[src/rtl/bcd_serial_add_ctrl.sv]
// bcd_serial_add_ctrl
// Digit-serial packed-BCD adder controller. A single 1-digit BCD add/correct
// stage is stepped over N_DIGIT_OPERANDS digits, least significant digit
// first. The carry is held in a register between digit steps. Operands come
// in, and the result goes out, over valid/ready handshakes.
//
// Optional feature: define BCD_INVALID_CHECK_EN to flag operand nibbles
// above 9 on err. When it is undefined, err is tied low and no check logic
// is built.
//
// state | meaning
// ------+---------------------------------------------------------------
// IDLE  | waiting for an operation; in_ready=1; S holds the last result
// ADD   | one digit per cycle, LSD first; the carry rides in carry_q
// DONE  | result presented; out_valid=1 until the out_ready handshake

module bcd_serial_add_ctrl #(
    parameter int N_DIGIT_OPERANDS = 4
) (
    input  logic                          clk,
    input  logic                          rst,
    input  logic                          in_valid,
    output logic                          in_ready,
    input  logic [4*N_DIGIT_OPERANDS-1:0] A,
    input  logic [4*N_DIGIT_OPERANDS-1:0] B,
    input  logic                          cin,
    output logic                          out_valid,
    input  logic                          out_ready,
    output logic [4*N_DIGIT_OPERANDS+3:0] S,
    output logic                          busy,
    output logic                          err
);

    localparam int N  = N_DIGIT_OPERANDS;
    localparam int CW = (N > 1) ? $clog2(N) : 1;
    localparam logic [CW-1:0] CNT_LAST = CW'(N - 1);

    typedef enum logic [1:0] {
        ST_IDLE = 2'd0,
        ST_ADD  = 2'd1,
        ST_DONE = 2'd2
    } state_t;

    state_t          state_q;
    state_t          state_d;

    logic [4*N-1:0]  a_sh;
    logic [4*N-1:0]  b_sh;
    logic            carry_q;
    logic [CW-1:0]   cnt_q;
    logic [4*N+3:0]  s_q;

    logic            accept;
    logic            last_digit;
    logic [4:0]      digit_raw;
    logic [3:0]      digit;
    logic            carry_nx;

    assign accept     = in_valid && in_ready;
    assign last_digit = (state_q == ST_ADD) && (cnt_q == CNT_LAST);

    // State register.
    always_ff @(posedge clk or posedge rst) begin
        if (rst) begin
            state_q <= ST_IDLE;
        end else begin
            state_q <= state_d;
        end
    end

    // Next-state and handshake outputs. A result handoff always returns to
    // IDLE first, so there is never a same-edge accept.
    always_comb begin
        state_d   = state_q;
        in_ready  = 1'b0;
        out_valid = 1'b0;
        busy      = 1'b0;
        case (state_q)
            ST_IDLE: begin
                in_ready = 1'b1;
                if (in_valid) begin
                    state_d = ST_ADD;
                end
            end
            ST_ADD: begin
                busy = 1'b1;
                if (cnt_q == CNT_LAST) begin
                    state_d = ST_DONE;
                end
            end
            ST_DONE: begin
                busy      = 1'b1;
                out_valid = 1'b1;
                if (out_ready) begin
                    state_d = ST_IDLE;
                end
            end
            default: begin
                state_d = ST_IDLE;
            end
        endcase
    end

    // Shared 1-digit BCD add/correct stage on the current low nibbles.
    // Adding 6 modulo 16 gives the corrected digit for sums from 10 to 19.
    always_comb begin
        digit_raw = {1'b0, a_sh[3:0]} + {1'b0, b_sh[3:0]} + {4'b0000, carry_q};
        digit     = digit_raw[3:0];
        carry_nx  = 1'b0;
        if (digit_raw > 5'd9) begin
            digit    = digit_raw[3:0] + 4'd6;
            carry_nx = 1'b1;
        end
    end

    // Operand shift registers, carry, digit counter and the result register.
    always_ff @(posedge clk or posedge rst) begin
        if (rst) begin
            a_sh    <= '0;
            b_sh    <= '0;
            carry_q <= 1'b0;
            cnt_q   <= '0;
            s_q     <= '0;
        end else if (accept) begin
            a_sh    <= A;
            b_sh    <= B;
            carry_q <= cin;
            cnt_q   <= '0;
            s_q     <= '0;
        end else if (state_q == ST_ADD) begin
            a_sh    <= a_sh >> 4;
            b_sh    <= b_sh >> 4;
            carry_q <= carry_nx;
            cnt_q   <= last_digit ? '0 : cnt_q + 1'b1;
            for (int i = 0; i < N; i++) begin
                if (cnt_q == CW'(i)) begin
                    s_q[4*i +: 4] <= digit;
                end
            end
            if (last_digit) begin
                s_q[4*N +: 4] <= {3'b000, carry_nx};
            end
        end
    end

    assign S = s_q;

`ifdef BCD_INVALID_CHECK_EN
    logic err_q;
    logic bad_nibble;

    // Any operand nibble above 9 marks the whole operation.
    always_comb begin
        bad_nibble = 1'b0;
        for (int i = 0; i < N; i++) begin
            if ((A[4*i +: 4] > 4'd9) || (B[4*i +: 4] > 4'd9)) begin
                bad_nibble = 1'b1;
            end
        end
    end

    // The flag is captured at accept and held until the next accept.
    always_ff @(posedge clk or posedge rst) begin
        if (rst) begin
            err_q <= 1'b0;
        end else if (accept) begin
            err_q <= bad_nibble;
        end
    end

    assign err = err_q;
`else
    assign err = 1'b0;
`endif

endmodule

[config.mk]
export PLATFORM = sky130hd
export DESIGN_NAME = bcd_serial_add_ctrl
export DESIGN_NICKNAME = d
export VERILOG_FILES = /design/src/rtl/bcd_serial_add_ctrl.sv
export SDC_FILE = /design/constraint.sdc
export NUM_CORES = 1
export LEC_CHECK = 0
export BUFFER_PORTS_ARGS = -buffer_cell sky130_fd_sc_hd__buf_4
export CELL_PAD_IN_SITES_DETAIL_PLACEMENT = 1
export CELL_PAD_IN_SITES_GLOBAL_PLACEMENT = 1
export CORE_ASPECT_RATIO = 2
export CORE_MARGIN = 2
export CORE_UTILIZATION = 41
export DETAILED_ROUTE_END_ITERATION = 12
export MAX_ROUTING_LAYER = met4
export PLACE_DENSITY_LB_ADDON = 0.1
export SKIP_CTS_REPAIR_TIMING = 1
export SYNTH_ARGS = -nofsm -noshare
export SYNTH_HDL_FRONTEND = slang
export SYNTH_SLANG_ARGS = --single-unit
[constraint.sdc]
create_clock -name clk -period 3 [get_ports clk]
set_input_delay 0.6 -clock clk [delete_from_list [all_inputs] [get_ports clk]]
set_output_delay 0.6 -clock clk [all_outputs]
set_load 0.01 [all_outputs]
## Word level (Yosys, flattened, before mapping)

Cells that the tools add are included.

- Flip-flop bits (word level): 57
- Input port bits: 37
- Output and inout bits: 24
- Word-level logic and storage cells: 65

- $add $sub $neg: 4
- Order comparisons: 1
- Equality and inequality tests: 8
- Multiplexer cells: 25
- Reductions and logical operators: 17

Operator list:

| cell | number |
|---|---|
| $mux W16 | 4 |
| $mux W20 | 2 |
| $mux W4 | 6 |
| $mux W2 | 6 |
| $reduce_bool A2 Y1 | 6 |
| $reduce_and A2 Y1 | 5 |
| $eq A2 B2 Y1 const B | 3 |
| $mux W1 | 6 |
| $pmux W2 S3 | 1 |
| $add A4 B4 Y5 | 1 |
| $add A5 B1 Y5 | 1 |
| $gt A5 B4 Y1 const B | 1 |
| $add A4 B3 Y4 const B | 1 |
| $eq A2 B1 Y1 const B | 2 |
| $logic_not A2 Y1 | 2 |
| $ne A2 B2 Y1 const B | 2 |
| $reduce_and A3 Y1 | 1 |
| $add A2 B1 Y2 const B | 1 |
| $logic_and A1 B1 Y1 | 2 |
| $ne A2 B1 Y1 const B | 1 |
| $reduce_or A2 Y1 | 1 |

## Logic depth before layout (Yosys ltp)

Gate-level depths: netlist (run 1).

- Depth after elaboration: 7
- Depth in mapped cells: 10
- Depth with buffers taken out: 10

## Least setup slack after synthesis (run 1)

OpenSTA, ideal clock, no wires.

- Kind: register -> register
- Start point: reg a_sh[0]
- End point: reg s_q[6] (netlist: S[6])
- Setup time: 0.083 ns
- Arrival: 2.596 ns
- Required time: 2.917 ns
- Setup slack: 0.321 ns
- Cell stages (with the launch flop): 10
- Path buffers: 0
- Cell sequence: dfrtp_1 -> fa_1 -> inv_1 -> fa_1 -> ha_1 -> nand2_1 -> a32oi_1 -> a311oi_4 -> mux2_2 -> o21ai_0

- Longest elaborated chain between the ends: 7

RTL lines:

| element | RTL line | source |
|---|---|---|
| start: declaration | 47 | `logic [4*N-1:0] a_sh;` |
| start signal: assignment | 131 | `a_sh <= a_sh >> 4;` |
| $add A4 B4 Y5 (*) | 107 | `digit_raw = {1'b0, a_sh[3:0]} + {1'b0, b_sh[3:0]} + {4'b0000, carry_q};` |
| $add A5 B1 Y5 (*) | 107 |  |
| $add A4 B3 Y4 / $gt A5 B4 Y1 (equally long branches) | 111, 110 |  |
| $mux W4 (*) | 110 | `if (digit_raw > 5'd9) begin` |
| $mux W4 (*) | 136 | `if (cnt_q == CW'(i)) begin` |
| $mux W20 (*) | 130 | `end else if (state_q == ST_ADD) begin` |
| $mux W20 (*) | 124 | `end else if (accept) begin` |
| end signal: indexed assignment | 137 | `s_q[4*i +: 4] <= digit;` |
| end signal: indexed assignment | 141 | `s_q[4*N +: 4] <= {3'b000, carry_nx};` |
| end: declaration | 51 | `logic [4*N+3:0] s_q;` |

Mark *: on every way between the ends. The rest lies on a longest branch, timed or not. The select of a mux whose other input is x is not followed.
A chain may end at the register's enable or synchronous reset.

## Worst setup path in the final report (run 1)

- Start point: reg a_sh[0]
- End point: reg s_q[2] (netlist: S[2])

Same word-level chain as after synthesis.

==> metrics.md, run 1 <==
| Metric | Value |
|---|---|
| P_sw | `~1.7 mW` |
| Clock slew seen by the registers of the worst setup and hold paths | `around 0.070 ns` |
| Clk Latency, worst-skew pair | `0.30 ns` |
| Root buf cell | `clkbuf_16` |
| Final hold vios | `0` |
| Synth area leader | `dfrtp_1` |
| PwrDens | `between 1000 and 1500 nW/um^2` |
| Drt wl/cell | `roughly 15 um` |
| Post-DP HPWL | `about 4.7 mm` |
| Reg-to-reg setup timing slack | `around 0.13 ns` |
| Worst Path Max Fanout | `5` |
| Cell Area, Synth | `2694 um^2` |
| # DRC | `0` |
| Total track usage | `between 10% and 20%` |
| Crit path from | `a_sh[0]` |
| I/O pins | `between 60 and 70` |
| Count of cell types in the netlist | `33` |
| Post-synth EDFFs | `0` |
| Die height | `between 100 and 150 um` |
| Register area | `about 1400 um^2` |
| Critical R2R Capture | `S[2]` |
| Total power | `just over 4 mW` |
| Status | `finished clean` |
| Vias per cell | `between 5 and 6` |
| Setup violations, final | `0` |
| WS Path Type | `reg2reg` |
| Flop pwr share | `between 30% and 40%` |
| Remaining antenna violation count | `0` |
| Worst-margin pin slew | `0.6364 ns` |
| Final GP Congestion | `just under 0.8` |
| Antenna cells | `0` |
| Critical Path AT | `a little over 3 ns` |
| CTS tree | `built` |
| Routed via count | `~2100` |
| Initial Utilization | `between 40% and 50%` |
| Cell count after synthesis | `between 200 and 300` |
| Synth warn | `0` |
| Area of the multi-input gates | `1234 um^2` |
| Initial antenna violation count | `0` |
| Net Sw Frac | `between 40% and 50%` |
| Fillers | `740` |
| Synth top area share | `between 50% and 60%` |
| Combinational Power Share | `55.3%` |
| Worst VDD drop | `0.5163 mV` |
| Leakage | `around 1.6 nW` |
| # nets final | `approximately 380` |
| Routed wire length | `between 6 and 7 mm` |
| Core Footprint | `6310 um^2` |
| Slack of the critical path | `between 0.1 and 0.15 ns` |
| Sinks on Clock Net | `54` |
| Async S/R FF share, synth | `100.0%` |
| Cells along the critical path | `fa_1, inv_1, fa_1, ha_1, nand2_1, a32oi_1, a311oi_4, mux2_4, o21ai_0` |
| Max cap viols | `0` |
| Top_reg_cell synth | `dfrtp_1` |
| First-pass GRT wire length | `between 10 and 15 mm` |
| Port bufs | `56` |
| Num CTS Buffers | `5` |
| FP Rows | `just over 40` |
| Worst path max stage delay | `just under 0.5 ns` |
| Post-place setup slack | `approximately 0.084 ns` |
| Pin count of the biggest net entering global routing | `46` |
| Period minus WS final | `2.867 ns` |
| Vias in the first global route | `around 2200` |
| #FFs+latches synth | `54` |
| Fin crit share | `95.55%` |
| Relative slew margins | `between 50% and 60%` |
| Area grow syn2layout | `24.94%` |
| Worst R2R Path Depth | `9` |
| H-tree levels | `2` |
| Int Pwr | `around 2.4 mW` |
| Mean Syn Cell Area | `~10 um^2` |
| HP Class | `in2async` |
| Pins Over Slew Limit | `0` |
| Slowest stage cell, crit path | `fa_1` |
| Clk pwr share | `around 14%` |
| CP endpoint kind | `flop` |
| Fmax | `348.8 MHz` |
| Unrepaired setup endpoints after global routing | `yes` |
| Reg2reg start | `a_sh[0]` |
| DRT iter0 DRCs | `84` |
| Share of layout cells above drive strength 1 | `approximately a quarter` |
| Ranking of synthesized cells by area | `dfrtp_1, mux2i_1, nand2_1` |
| Critical Path RT | `between 3 and 4 ns` |
| Crit-path leading delay family | `adder cells` |
| Gr ovfl total | `0` |
| Horiz. Die Dim | `a little over 60 um` |
| Crit path top cell by count | `fa_1` |
| Die area | `a little over 7000 um^2` |
| Register area share after synthesis | `50.16%` |
| Fin Setup TNS | `0 ns` |
| Crit start category | `flop` |
| DR pass1 iterations | `4` |
| Fin Clk Skew | `roughly 0.011 ns` |
| CTS Buffer Depth | `2` |
| Buf+Inv Stages, Crit Path | `1` |
cells in the mapped netlist (all sizes together), types with 2 or more instances:
cell type  instances
a21o               2
a21oi             10
mux2i             25
dfrtp             54
fa                 2
a311oi             4
o21ai             38
and3               2
inv               13
nor2               4
nand3             22
nand2             54
buf                7
clkbuf            12
ha                12
cells in the final DEF, fill, tap and decap left out, types with 2 or more instances in the layout:
cell	synthesis	layout
conb_1	1	4
a21oi_1	10	10
nor2_1	4	4
buf_4	4	63
inv_1	13	12
a311oi_1	3	3
a21o_1	2	2
fa_1	2	2
nand3_1	22	22
ha_1	12	11
nand2_1	54	54
o21ai_0	37	37
mux2i_1	25	25
and3_1	2	2
clkbuf_16	0	5
dfrtp_1	54	54
power groups by stage:
stage	logic (mW)	registers (mW)	clock network, mW
after detailed placement	2.18	1.26	0
after global placement	2.12	1.24	0
after CTS	2.20	1.25	0.608
final	2.27	1.24	0.592
after floorplan	1.52	1.24	0
after global routing	2.52	1.29	0.643
registers in the layout, summed over array words and instances, names as in the netlist:
register / flops
state_q: 2
a_sh: 16
cnt_q: 2
carry_q: 1
S: 17
b_sh: 16
area by class of cell:
class,count,area share [%]
clock inverter,1,0.2602
multi-input combinational,193,36.65
inverter,13,1.450
sequential,54,40.15
clock buffer,7,4.238
tap,86,3.197
timing repair buffer,63,14.05
worst register-to-register path, stage by stage, from the launching register on:
cell and delay, ns:
dfrtp_1 0.40, fa_1 0.44, inv_1 0.09, fa_1 0.49, ha_1 0.24, nand2_1 0.08
a32oi_1 0.09, a311oi_4 0.39, mux2_4 0.37, o21ai_0 0.18
cell families after synthesis:
kind of cell             count (synthesis)  share of synthesized area (%)
AO/OA/AOI/OAI                           61                          13.56
XOR/XNOR                                 2                         0.6504
adder cells (fa/ha/maj)                 14                          7.060
buffers and inverters                   32                          5.016
flip-flops                              54                          50.16
multiplexers                            26                          9.707
other                                    1                         0.1392
AND/OR/NAND/NOR                         86                          13.70
worst max path at each step:
stage          endpoint  cells after the start  slack (ns)
6_report           S[2]                      9        0.13
5_1_grt            S[1]                      9       -0.02
4_1_cts            S[2]                      9        0.05
3_5_place_dp       S[2]                      9        0.08
3_3_place_gp       S[6]                      9        0.19
2_1_floorplan      S[6]                      9        0.32
per-stage QoR:
| stage | util [%] | std cells | instance area, um^2 | hold WS (ns) |
|---|---|---|---|---|
| 6_report | 53.34 | 417 | 3366 | 0.1715 |
| 5_1_grt | 53.34 | 417 | 3366 | 0.1692 |
| 4_1_cts | 53.04 | 416 | 3347 | 0.1698 |
| 3_5_place_dp | 50.64 | 408 | 3196 | 0.4851 |
| 3_3_place_gp | 50.64 | 408 | 3196 | 0.4813 |
| 2_1_floorplan | - | 279 | 2705 | 0.4663 |
routing by layer:
layer	part of all wire (%)	up-vias	GRT usage, %
met2	57	51	34.24
met4	2.2	0	8.152
met3	3.2	10	3.282
li1	-	1043	-
met5	0	-	-
met1	38	1020	21.69
(Power assumes the default switching activity.)
==> run 2: changes to the inputs <==
--- a/config.mk
+++ b/config.mk
@@ -5,15 +5,17 @@
 export SDC_FILE = /design/constraint.sdc
 export NUM_CORES = 1
 export LEC_CHECK = 0
+export ABC_AREA = 1
 export BUFFER_PORTS_ARGS = -buffer_cell sky130_fd_sc_hd__buf_4
 export CELL_PAD_IN_SITES_DETAIL_PLACEMENT = 1
 export CELL_PAD_IN_SITES_GLOBAL_PLACEMENT = 1
 export CORE_ASPECT_RATIO = 2
 export CORE_MARGIN = 2
-export CORE_UTILIZATION = 41
+export CORE_UTILIZATION = 36
 export DETAILED_ROUTE_END_ITERATION = 12
 export MAX_ROUTING_LAYER = met4
 export PLACE_DENSITY_LB_ADDON = 0.1
+export SETUP_SLACK_MARGIN = 0.5
 export SKIP_CTS_REPAIR_TIMING = 1
 export SYNTH_ARGS = -nofsm -noshare
 export SYNTH_HDL_FRONTEND = slang
==> constraint.sdc (replaced) <==
create_clock -name clk -period 2.5 [get_ports clk]
set_input_delay 0.5 -clock clk [delete_from_list [all_inputs] [get_ports clk]]
set_output_delay 0.5 -clock clk [all_outputs]
set_load 0.01 [all_outputs]
==> run 2 against run 1 <==
Net effect: flip-flop and latch count is the same; via count rose by 6.4%; critical path depth increased by 2; hold slack worse by 0.0034 ns; sequential share of layout area decreased by 1.2 points; routed wire length increased by 5.7%; utilization shrank 5.6 points; combinational power is 42% higher; global-route usage down 1.5 points.
==> metrics.md, run 2 <==
| Metric | Value |
|---|---|
| WS Path Type | `reg2reg (unchanged)` |
| DR pass1 iterations | `4 (unchanged)` |
| Root buf cell | `clkbuf_16 (unchanged)` |
| Ranking of synthesized cells by area | `dfrtp_1, nand2_1, inv_1 (was dfrtp_1, mux2i_1, nand2_1)` |
| Sinks on Clock Net | `54 (unchanged)` |
| Vias in the first global route | `2380 (was 2245)` |
| Core Footprint | `7267 um^2 (was 6310 um^2)` |
| Post-DP HPWL | `5.213 mm (was 4.723 mm)` |
| Critical Path AT | `2.69 ns (was 3.07 ns)` |
| Max cap viols | `0 (unchanged)` |
| Final GP Congestion | `0.7715 (was 0.7802)` |
| #FFs+latches synth | `54 (unchanged)` |
| CP endpoint kind | `flop (unchanged)` |
| Num CTS Buffers | `5 (unchanged)` |
| Share of layout cells above drive strength 1 | `27.87% (was 23.56%)` |
| H-tree levels | `2 (unchanged)` |
| Leakage | `1.748 nW (was 1.612 nW)` |
| FP Rows | `44 (was 41)` |
| Status | `finished clean (unchanged)` |
| I/O pins | `61 (unchanged)` |
| Net Sw Frac | `45.61% (was 41.86%)` |
| Hold Worst Slack | `0.1680 ns (was 0.1715 ns)` |
| Slack of the critical path | `0.05003 ns (was 0.1334 ns)` |
| Setup violations, final | `0 (unchanged)` |
| Initial Utilization | `37.24% (was 42.69%)` |
| Antenna cells | `0 (unchanged)` |
| CTS tree | `built (unchanged)` |
| Die height | `126.6 um (was 118.6 um)` |
| # nets final | `416 (was 381)` |
| Largest family of logic cells by synthesized area | `simple AND/OR/NAND/NOR gates (unchanged)` |
| Synth area leader | `dfrtp_1 (unchanged)` |
| First-pass GRT wire length | `11.21 mm (was 10.58 mm)` |
| Final hold vios | `0 (unchanged)` |
| Design area | `3470 um^2 (was 3366 um^2)` |
| Count of cell types in the netlist | `25 (was 33)` |
| Fin Setup TNS | `0 ns (unchanged)` |
| Worst VDD drop | `0.6403 mV (was 0.5163 mV)` |
| Cell Area, Synth | `2706 um^2 (was 2694 um^2)` |
| Total track usage | `18.47% (was 19.96%)` |
| Post-synth EDFFs | `0 (unchanged)` |
| Flop pwr share | `26.8% (was 30.2%)` |
| Fmax | `408.2 MHz (was 348.8 MHz)` |
| Post-placement cell area | `3244 um^2 (was 3196 um^2)` |
| Mux cell area share after synthesis | `0% (was 9.707%)` |
| Gr ovfl total | `0 (unchanged)` |
| Port bufs | `56 (unchanged)` |
| Die area | `8270 um^2 (was 7274 um^2)` |
| Fin Clk Skew | `0.004681 ns (was 0.01123 ns)` |
| Synth warn | `0 (unchanged)` |
| Commonest cells after routing, fill and taps aside | `nand2_1, buf_4, dfrtp_1 (was buf_4, dfrtp_1, nand2_1)` |
| Top_reg_cell synth | `dfrtp_1 (unchanged)` |
| Remaining antenna violation count | `0 (unchanged)` |
| Drt wl/cell | `14.60 um (was 15.18 um)` |
| Routed wire length | `6.688 mm (was 6.329 mm)` |
| Fin crit share | `98.00% (was 95.55%)` |
| Clock slew seen by the registers of the worst setup and hold paths | `0.07 ns (about the same)` |
| Simple-gate share of the synthesized area | `20.80% (was 13.70%)` |
| DRT iter0 DRCs | `50 (was 84)` |
| Synth top area share | `49.93% (was 50.16%)` |
| Most common cell after layout, fill and taps aside | `nand2_1 (was buf_4)` |
| Most common cell in the netlist | `nand2_1` |
| Final std cells w/o fill | `458 (was 417)` |
| Post-place setup slack | `0.03527 ns (was 0.08392 ns)` |
| Register area share after synthesis | `49.93% (was 50.16%)` |
| Adder-cell share of the synthesized area | `7.027% (was 7.060%)` |
| PwrDens | `1563 nW/um^2 (was 1219 nW/um^2)` |
| Cell count after synthesis | `305 (was 276)` |
| Post-synthesis compound-gate area fraction | `12.11% (was 13.56%)` |
| Initial antenna violation count | `0 (unchanged)` |
| Int Pwr | `2.951 mW (was 2.384 mW)` |
| Worst Path Max Fanout | `5 (unchanged)` |
| Max FFs per register | `17 (unchanged)` |
| Vias per cell | `4.932 (was 5.094)` |
| Area grow syn2layout | `28.20% (was 24.94%)` |
| HP Class | `in2async (unchanged)` |
| Async S/R FF share, synth | `100.0% (unchanged)` |
| Pin count of the biggest net entering global routing | `34 (was 46)` |
| # DRC | `0 (unchanged)` |
| Combinational Power Share | `59.6% (was 55.3%)` |
| Dpl cells | `446 (was 408)` |
| CTS Buffer Depth | `2 (unchanged)` |
| XOR/XNOR share of the synthesized area | `0% (was 0.6503%)` |
| Commonest cells post-synth | `nand2_1, dfrtp_1, inv_1, nand3_1, o221ai_1 (was dfrtp_1, nand2_1, o21ai_0, mux2i_1, nand3_1)` |
| Mean Syn Cell Area | `8.873 um^2 (was 9.760 um^2)` |
| Horiz. Die Dim | `65.31 um (was 61.32 um)` |
| Critical Path RT | `2.74 ns (was 3.20 ns)` |
| P_sw | `2.474 mW (was 1.717 mW)` |
| Period minus WS final | `2.450 ns (was 2.867 ns)` |
| Pins Over Slew Limit | `0 (unchanged)` |
| Unrepaired setup endpoints after global routing | `yes (unchanged)` |
| Crit start category | `flop (unchanged)` |
| Clk Latency, worst-skew pair | `0.30 ns (about the same)` |
| Routed via count | `2259 (was 2124)` |
| Clk pwr share | `13.6% (was 14.4%)` |
run 2: cell count changes after synthesis, moves of 5 or more:
cell	change
a21oi_1	-8
buf_2	+6
clkbuf_1	-10
inv_1	+32
inv_2	+5
mux2i_1	-25
nand2_1	+30
nand2_2	+6
nand4_1	+9
o211ai_1	+6
o21ai_0	-21
o221ai_1	+19
run 2: cells by family (layout without fill, tap and decap cells):
kind of cell / after synthesis / count (layout)
other: 1 / 4
DFF: 54 / 54
adders and majority gates: 14 / 14
and+or+nand+nor: 125 / 125
AOI/OAI and AO/OA: 47 / 47
buffers and inverters: 64 / 122
run 2: through the flow:
| step | util [%] | total power, mW |
|---|---|---|
| 6_report | 47.74 | 5.425 |
| 5_1_grt | 47.74 | 5.905 |
| 2_1_floorplan | - | 3.512 |
| 3_5_place_dp | 44.65 | 4.376 |
| 4_1_cts | 46.78 | 5.137 |
| 3_3_place_gp | 44.65 | 4.273 |
run 2: worst paths after layout:
check	end	slack (ns)	startpoint	depth (start not counted)
min in group clk	b_sh[15]	0.40	B[15]	3
worst min register to register	S[6]	0.48	S[6]	2
max in group asynchronous	S[10]	1.75	rst	3
worst max-delay path	S[13]	0.05	a_sh[0]	11
worst max register to register	S[13]	0.05	a_sh[0]	11
worst min-delay path	b_sh[8]	0.17	rst	2
run 2: critical path, cell delays in order, from the launching register on:
cell,delay [ns]
dfrtp_1,0.41
fa_2,0.43
inv_2,0.07
fa_2,0.50
ha_4,0.20
a21oi_2,0.14
a21oi_2,0.05
nand2_2,0.12
nand2_4,0.10
nand2_4,0.11
nand4_1,0.14
nand2_1,0.12
run 2: area by class of cell:
| type | count | area (um^2) |
|---|---|---|
| tap | 92 | 115.1 |
| timing repair buffer | 64 | 493.0 |
| inverter | 50 | 190.2 |
| clock inverter | 2 | 16.27 |
| multi-input combinational | 190 | 1165 |
| fill | 891 | 3797 |
| clock buffer | 6 | 138.9 |
| sequential | 54 | 1351 |
run 2: routing by layer:
metal  up-vias  global-route usage, %  routed length, um
li1       1113                      -                  -
met1      1097                  17.82               2387
met4         0                  7.966                160
met2        41                  34.81               3965
met5         -                      -                  0
met3         8                  2.926                175
run 2: power by group through the flow:
stage               Clock, mW  Sequential, mW  Combinational (mW)
global route            0.789            1.50                3.62
CTS                     0.760            1.46                2.92
floorplan                   0            1.49                2.02
global placement            0            1.46                2.82
finish                  0.740            1.45                3.23
detailed placement          0            1.48                2.90
